--- src/rtl/ritc_idelay_interface_pkg.sv ---
// Shared constants and types for the RITC IDELAY register front-end.
package ritc_idelay_interface_pkg;

    localparam int unsigned DATA_W = 8;
    localparam int unsigned TAP_W  = 5;
    localparam int unsigned ADDR_W = 6;
    localparam int unsigned RDY_W  = DATA_W - TAP_W;

    localparam logic REG_TAP_ADDR  = 1'b0;
    localparam logic REG_TAP_VALUE = 1'b1;

    localparam logic [3:0] CLK_BIT_SEL = 4'hF;

    typedef enum logic [1:0] {
        CH0     = 2'b00,
        CH1     = 2'b01,
        CH2     = 2'b10,
        CH_NONE = 2'b11
    } ritc_ch_e;

    typedef struct packed {
        ritc_ch_e   ch;
        logic [3:0] bit_sel;
    } tap_sel_t;

endpackage

--- src/rtl/ritc_idelay_interface_if.sv ---
// Software-facing register bus of the IDELAY front-end.
interface ritc_idelay_interface_if;
    import ritc_idelay_interface_pkg::*;

    logic              user_sel_i;
    logic              user_addr_i;
    logic [DATA_W-1:0] user_dat_i;
    logic [DATA_W-1:0] user_dat_o;
    logic              user_wr_i;
    logic              user_rd_i;

    modport master (
        output user_sel_i, user_addr_i, user_dat_i, user_wr_i, user_rd_i,
        input  user_dat_o
    );

    modport slave (
        input  user_sel_i, user_addr_i, user_dat_i, user_wr_i, user_rd_i,
        output user_dat_o
    );
endinterface

--- src/rtl/ritc_sync_ff.sv ---
// Multi-bit, multi-stage flip-flop synchroniser for quasi-static inputs.
module ritc_sync_ff #(
    parameter int unsigned WIDTH  = 1,
    parameter int unsigned STAGES = 2
) (
    input  logic             CLK,
    input  logic             rst_i,
    input  logic [WIDTH-1:0] d_i,
    output logic [WIDTH-1:0] q_o
);

    logic [STAGES-1:0][WIDTH-1:0] sync_q;

    always_ff @(posedge CLK) begin
        if (rst_i) begin
            sync_q <= '0;
        end else begin
            sync_q[0] <= d_i;
            for (int unsigned s = 1; s < STAGES; s++) begin
                sync_q[s] <= sync_q[s-1];
            end
        end
    end

    assign q_o = sync_q[STAGES-1];

endmodule

--- src/rtl/ritc_idelay_interface.sv ---
// Two-register user-bus front-end driving IDELAYE2 tap address/value and load strobe,
// with synchronised IDELAYCTRL ready readback.
module ritc_idelay_interface
    import ritc_idelay_interface_pkg::*;
#(
    parameter int unsigned NUM_CTRL    = 3,
    parameter int unsigned SYNC_STAGES = 2
) (
    input  logic                  CLK,
    input  logic                  rst_i,
    ritc_idelay_interface_if.slave bus,
    input  logic [NUM_CTRL-1:0]   ready_i,
    output logic [TAP_W-1:0]      delay_o,
    output logic [ADDR_W-1:0]     addr_o,
    output logic                  load_o
);

    logic [ADDR_W-1:0]   addr_q,  addr_d;
    logic [TAP_W-1:0]    delay_q, delay_d;
    logic                load_q,  load_d;
    logic [NUM_CTRL-1:0] ready_sync;
    logic [RDY_W-1:0]    ready_rd;
    logic                wr_en;

    ritc_sync_ff #(
        .WIDTH  (NUM_CTRL),
        .STAGES (SYNC_STAGES)
    ) u_ready_sync (
        .CLK   (CLK),
        .rst_i (rst_i),
        .d_i   (ready_i),
        .q_o   (ready_sync)
    );

    assign wr_en = bus.user_sel_i && bus.user_wr_i;

    // Write decode; a tap-value write also fires the single-cycle load strobe.
    always_comb begin
        addr_d  = addr_q;
        delay_d = delay_q;
        load_d  = 1'b0;
        if (wr_en) begin
            if (bus.user_addr_i == REG_TAP_ADDR) begin
                addr_d = bus.user_dat_i[ADDR_W-1:0];
            end else begin
                delay_d = bus.user_dat_i[TAP_W-1:0];
                load_d  = 1'b1;
            end
        end
    end

    always_ff @(posedge CLK) begin
        if (rst_i) begin
            addr_q  <= '0;
            delay_q <= '0;
            load_q  <= 1'b0;
        end else begin
            addr_q  <= addr_d;
            delay_q <= delay_d;
            load_q  <= load_d;
        end
    end

    assign ready_rd = RDY_W'(ready_sync);

    // Side-effect-free combinational readback.
    always_comb begin
        bus.user_dat_o = '0;
        if (bus.user_addr_i == REG_TAP_VALUE) begin
            bus.user_dat_o = {ready_rd, delay_q};
        end else begin
            bus.user_dat_o = DATA_W'(addr_q);
        end
    end

    assign addr_o  = addr_q;
    assign delay_o = delay_q;
    assign load_o  = load_q;

    logic unused_c;
    assign unused_c = ^{bus.user_rd_i, bus.user_dat_i[DATA_W-1:ADDR_W]};

endmodule

--- src/flat_wrapper.sv ---
// flat-port wrapper written by rule: the top's interface ports become plain ports
module ritc_idelay_interface_flat import ritc_idelay_interface_pkg::*;
#(
    parameter int unsigned NUM_CTRL    = 3,
    parameter int unsigned SYNC_STAGES = 2
)
  (CLK, rst_i, ready_i, delay_o, addr_o, load_o, bus_user_sel_i, bus_user_addr_i, bus_user_dat_i, bus_user_wr_i, bus_user_rd_i, bus_user_dat_o);
  ritc_idelay_interface_if bus_i ();
  input  logic CLK;
  input  logic rst_i;
  input  logic [NUM_CTRL-1:0] ready_i;
  output logic [TAP_W-1:0] delay_o;
  output logic [ADDR_W-1:0] addr_o;
  output logic load_o;
  input wire logic [$bits(bus_i.user_sel_i)-1:0] bus_user_sel_i;
  input wire logic [$bits(bus_i.user_addr_i)-1:0] bus_user_addr_i;
  input wire logic [$bits(bus_i.user_dat_i)-1:0] bus_user_dat_i;
  input wire logic [$bits(bus_i.user_wr_i)-1:0] bus_user_wr_i;
  input wire logic [$bits(bus_i.user_rd_i)-1:0] bus_user_rd_i;
  output wire logic [$bits(bus_i.user_dat_o)-1:0] bus_user_dat_o;
  assign bus_i.user_sel_i = bus_user_sel_i;
  assign bus_i.user_addr_i = bus_user_addr_i;
  assign bus_i.user_dat_i = bus_user_dat_i;
  assign bus_i.user_wr_i = bus_user_wr_i;
  assign bus_i.user_rd_i = bus_user_rd_i;
  assign bus_user_dat_o = bus_i.user_dat_o;
  ritc_idelay_interface #(.NUM_CTRL(NUM_CTRL), .SYNC_STAGES(SYNC_STAGES)) u_core (.CLK(CLK), .rst_i(rst_i), .bus(bus_i), .ready_i(ready_i), .delay_o(delay_o), .addr_o(addr_o), .load_o(load_o));
endmodule
--- config.mk ---
export PLATFORM = sky130hd
export DESIGN_NAME = ritc_idelay_interface_flat
export DESIGN_NICKNAME = d
export VERILOG_FILES = /design/src/rtl/ritc_idelay_interface_pkg.sv /design/src/rtl/ritc_idelay_interface_if.sv /design/src/rtl/ritc_sync_ff.sv /design/src/rtl/ritc_idelay_interface.sv /design/src/flat_wrapper.sv
export SDC_FILE = /design/constraint.sdc
export NUM_CORES = 1
export LEC_CHECK = 0
export CORE_UTILIZATION = 38
export DETAILED_ROUTE_END_ITERATION = 16
export PLACE_DENSITY = 0.76
export RECOVER_POWER = 50
export SYNTH_ARGS = -nofsm -noshare
export SYNTH_HDL_FRONTEND = slang
export SYNTH_SLANG_ARGS = --single-unit
--- constraint.sdc ---
create_clock -name CLK -period 0.99 [get_ports CLK]
set_input_delay 0.099 -clock CLK [delete_from_list [all_inputs] [get_ports CLK]]
set_output_delay 0.099 -clock CLK [all_outputs]
set_load 0.005 [all_outputs]
### Word level (Yosys, flattened, before mapping)

Cells that the tools add are included.
Widths: inputs -> output; s select.

| operators by class | value |
|---|---|
| equal/unequal tests | 0 |
| reduce and logical (&&, ||, !) cells | 4 |
| mux-type cells | 2 |
| bitwise gates (word level) | 2 |
| $add $sub $neg | 0 |
| shift operators | 0 |
| order comparisons | 0 |
| multiply operators | 0 |
| div/mod/pow operators | 0 |

Operators with widths:

| kind | count |
|---|---|
| $mux 8 | 1 |
| $reduce_and 2->1 | 2 |
| $not 1->1 | 2 |
| $reduce_or 2->1 | 1 |
| $logic_and 1x1->1 | 1 |
| $mux 1 | 1 |

| storage, ports and cells | value |
|---|---|
| register bits | 18 |
| memory bits (read-only) | 0 |
| word-level logic and storage cells | 13 |
| bits in latches | 0 |
| memories kept | 0 |
| output and inout bits | 20 |
| bits in writable memories | 0 |
| input port bits | 17 |

### Depth between registers and ports, before layout

| logic depth | value |
|---|---|
| depth in word-level cells | 3 |
| mapped depth | 4 |
| gate-level depth less buffers | 2 |

### Hierarchy

A second synthesis with hierarchy kept.

| unflattened totals | value |
|---|---|
| cells, all modules | 72 |
| area, all modules | 789.5 sq um |

By module, submodules not included:

| module | cells each | area each (sq um) | times used | sequential area each (sq um) |
|---|---|---|---|---|
| ritc_idelay_interface | 57 | 609.3 | 1 | 240.2 |
| ritc_sync_ff | 15 | 180.2 | 1 | 120.1 |

### Worst setup path after synthesis

No wires, ideal clock.

| path | value |
|---|---|
| path type | input port to flip-flop |
| from | in bus_user_addr_i |
| to | reg u_core.addr_q[0], in the netlist u_core.addr_o[0] |
| cell stages on the path | 4 |
| buffers on the path | 2 |
| setup time | 0.072 ns |
| data required time | 0.918 ns |
| arrival | 0.708 ns |
| slack | 0.210 ns |
| cells stage by stage | buf_6 -> and3b_1 -> buf_6 -> mux2i_1 |

| between the ends | value |
|---|---|
| word-level cells in the longest chain between the ends | 2 |

Ends and longest elaborated chain:

| element | line | source |
|---|---|---|
| start: declaration | flat_wrapper.sv:16 | `input wire logic [$bits(bus_i.user_addr_i)-1:0] bus_user_addr_i;` |
| $not 1->1 (no line) | -- |  |
| $reduce_and 2->1 (no line) | -- |  |
| end signal: assignment | ritc_idelay_interface.sv:58 | `addr_q <= addr_d;` |
| end: declaration | ritc_idelay_interface.sv:18 | `logic [ADDR_W-1:0] addr_q, addr_d;` |

No other way between the ends.
A chain may end at the register's enable or synchronous reset.

### Worst setup path after layout

| path | value |
|---|---|
| from | reg u_core.addr_q[2], in the netlist u_core.addr_o[2] |
| to | out bus_user_dat_o[2] |

| between the ends | value |
|---|---|
| word-level cells in the longest chain between the ends | 1 |

Ends and longest elaborated chain:

| element | line | source |
|---|---|---|
| $mux 8 | ritc_idelay_interface.sv:69 | `if (bus.user_addr_i == REG_TAP_VALUE) begin` |
| end: declaration | flat_wrapper.sv:20 | `output wire logic [$bits(bus_i.user_dat_o)-1:0] bus_user_dat_o;` |

No other way between the ends.

==> results.cfg <==
[sta]
grt_setup_unrepaired = yes
fin_setup_tns_ps = -737
slew_violations = 0
timing.hold.ws_ps = 352
max_slew_margin_pct = 71.5
setup_viol_count_final = 9
fin_skew_ps = 0.0919
hold_violations = 0
fin_crit_sh_pct = 112
tightestPinTransition_ps = 428
fin_crit_ps = 1110
fmax_mhz = 903
timing.final.ws_setup_ps = -118

[final_layout]
layout_common_cells = nand2b_1 (17), buf_6 (17), buf_4 (13), clkdlybuf4s50_1 (12)
fillers = 131
finalInstanceArea_sq_um = 1300
seqCellArea_sq_um = 374
multi_input_area_sq_um = 377
layout-drive-gt1-share_pct = 51.3
diodes = 0
fin_nets = 137
area_growth_pct = 73.6

[global_routing]
grt_max_degree = 12
grt_pass1_vias = 570
grt-ovfl-total = 0
antenna_found_initial = 0
grt_use_total_pct = 17.4
grt_first_pass_wirelength_microns = 2560

[detailed_routing]
vias = 635
viasPerCell = 4.41
postRouteAntennaNets = 0
drc_errors = 0
dr.first_iter.drc_count = 6
routed_wl_microns = 1670
dr.pass1.iters = 3
post_drt_wl_per_cell_microns = 11.6

[worst_hold_path]
min-delay-start = ready_i[0]
min_path_type = in2reg
holdPathStages = 2
hold_path_end = u_core.u_ready_sync.sync_q[0]

[job]
drv_cap = 0

[synthesis]
synth_top_area_share_pct = 48.1
synthCells = 67
ys_types = 11
synthesis.area_sq_um = 749
syn_nets = 84
synth-seq-cells = 18
netlist_top_cells_area = dfxtp_1 (48%), mux2i_1 (15%), nand2b_1 (14%)
yosys.area.top_type = dfxtp_1
avgSynthCellArea_sq_um = 11.2
yosys_warnings = 0
ys_seq_area_share_pct = 48.1

[placed_design]
hpwlAfterDp_microns = 1310
placedInstanceArea_sq_um = 1240
place_ws_ps = -653
gp_congestion = 0.755
numPortBuffers = 33

[setup_path]
cp-start-kind = register
arrival_ps = 1010
reg2reg_to = u_core.addr_o[2]
ff2ff_setup_slack_ps = 300
r2r_start = u_core.addr_o[2]
worst_ep_required_time_ps = 890
reg2reg_depth = 3
cp-end-kind = primary output
worstPathMaxFanout = 2
worst-setup-path-type = reg2out

[power_and_ir_drop]
peakVddDrop_uv = 1030
leakagePower_nw = 0.614
cellPowerDensity_nw_per_um2 = 1130

[cts]
clock-root-buffer = clkbuf_4
cts_inserted_buffers = 3
clk_latency_ps = 280
cts_sinks = 18
cts_tree = yes
clk_pin_slew_worst_paths_ps = 100
cts_buffer_depth = 2
cts_hold_buffers = 0
htree_levels = 1
cts_setup_buffers = 0

[floorplanning]
design.die.area_sq_um = 2150
fp.coreArea_sq_um = 1780
io_pins = 37
initial_utilization_pct = 42.0
die_x_microns = 46.4
fp-row-count = 15
die_h_microns = 46.4

[status]
status = finished with violations
violations = setup timing
-- routing by layer --
| metal | global-route usage [%] | vias to the layer above | part of all wire, % |
|---|---|---|---|
| li1 | - | 328 | - |
| met1 | 20.3 | 284 | 45 |
| met2 | 27.8 | 19 | 50 |
| met3 | 3.92 | 4 | 3.9 |
| met4 | 12.4 | 0 | 2.0 |
| met5 | 0 | - | 0 |
-- flip-flops by register name (all words and copies together), names as in the netlist --
| signal | cells |
|---|---|
| u_core.addr_o | 6 |
| u_core.delay_o | 5 |
| u_core.load_o | 1 |
| u_core.u_ready_sync.q_o | 3 |
| u_core.u_ready_sync.sync_q | 3 |
-- worst max-delay path, cell delays in order (launching register included) --
cell and delay (ps):
dfxtp_2 340, mux2_4 270, buf_6 120
-- timing repair --
| action | CTS | global route |
|---|---|---|
| endpoints found under the setup margin | 26 | 16 |
| resized for setup | 103 | 9 |
| hold endpoints to repair | 0 | 0 |
-- logic make-up after synthesis --
logic type	after synthesis	share of synthesized area, %
and+or+nand+nor	28	24.2
muxes	17	23.7
buffers and inverters	4	4.01
DFF	18	48.1
-- cells in the mapped netlist --
master,number
mux2_2,6
dfxtp_1,18
nor2_1,1
nand3_2,1
mux2i_1,11
and3b_1,1
nor2b_1,6
buf_6,2
nand2b_1,17
and2_2,2
clkbuf_1,2
-- worst max path at each step --
stage          slack [ps]  cells past startpoint           endpoint               from
5_1_grt              -150                      2  bus_user_dat_o[1]  u_core.delay_o[1]
3_5_place_dp         -650                      4  bus_user_dat_o[0]    bus_user_addr_i
4_1_cts              -140                      2  bus_user_dat_o[2]   u_core.addr_o[2]
2_1_floorplan         210                      4   u_core.addr_o[0]    bus_user_addr_i
3_3_place_gp         -620                      4  bus_user_dat_o[3]    bus_user_addr_i
6_report             -120                      2  bus_user_dat_o[2]   u_core.addr_o[2]
-- stage by stage --
stage	utilization (%)	power (mW)	std cells
after floorplan	-	0.868	67
after global placement	69.3	1.03	140
after detailed placement	69.3	1.04	140
after CTS	70.2	1.48	144
after global routing	73.0	1.53	144
final	73.0	1.47	144
-- area by class of cell --
class / count / share of cell area [%]
Tap cell: 25 / 2.40
Sequential cell: 18 / 28.7
Clock buffer: 4 / 2.79
Multi-Input combinational cell: 45 / 28.9
Timing Repair Buffer: 52 / 37.1
-- power breakdown --
group          total, mW  internal (mW)  switching [mW]
combinational      0.262          0.177          0.0851
clock              0.439          0.224           0.215
sequential         0.765          0.754          0.0111
Note: power is estimated with default switching activity, not from simulation.
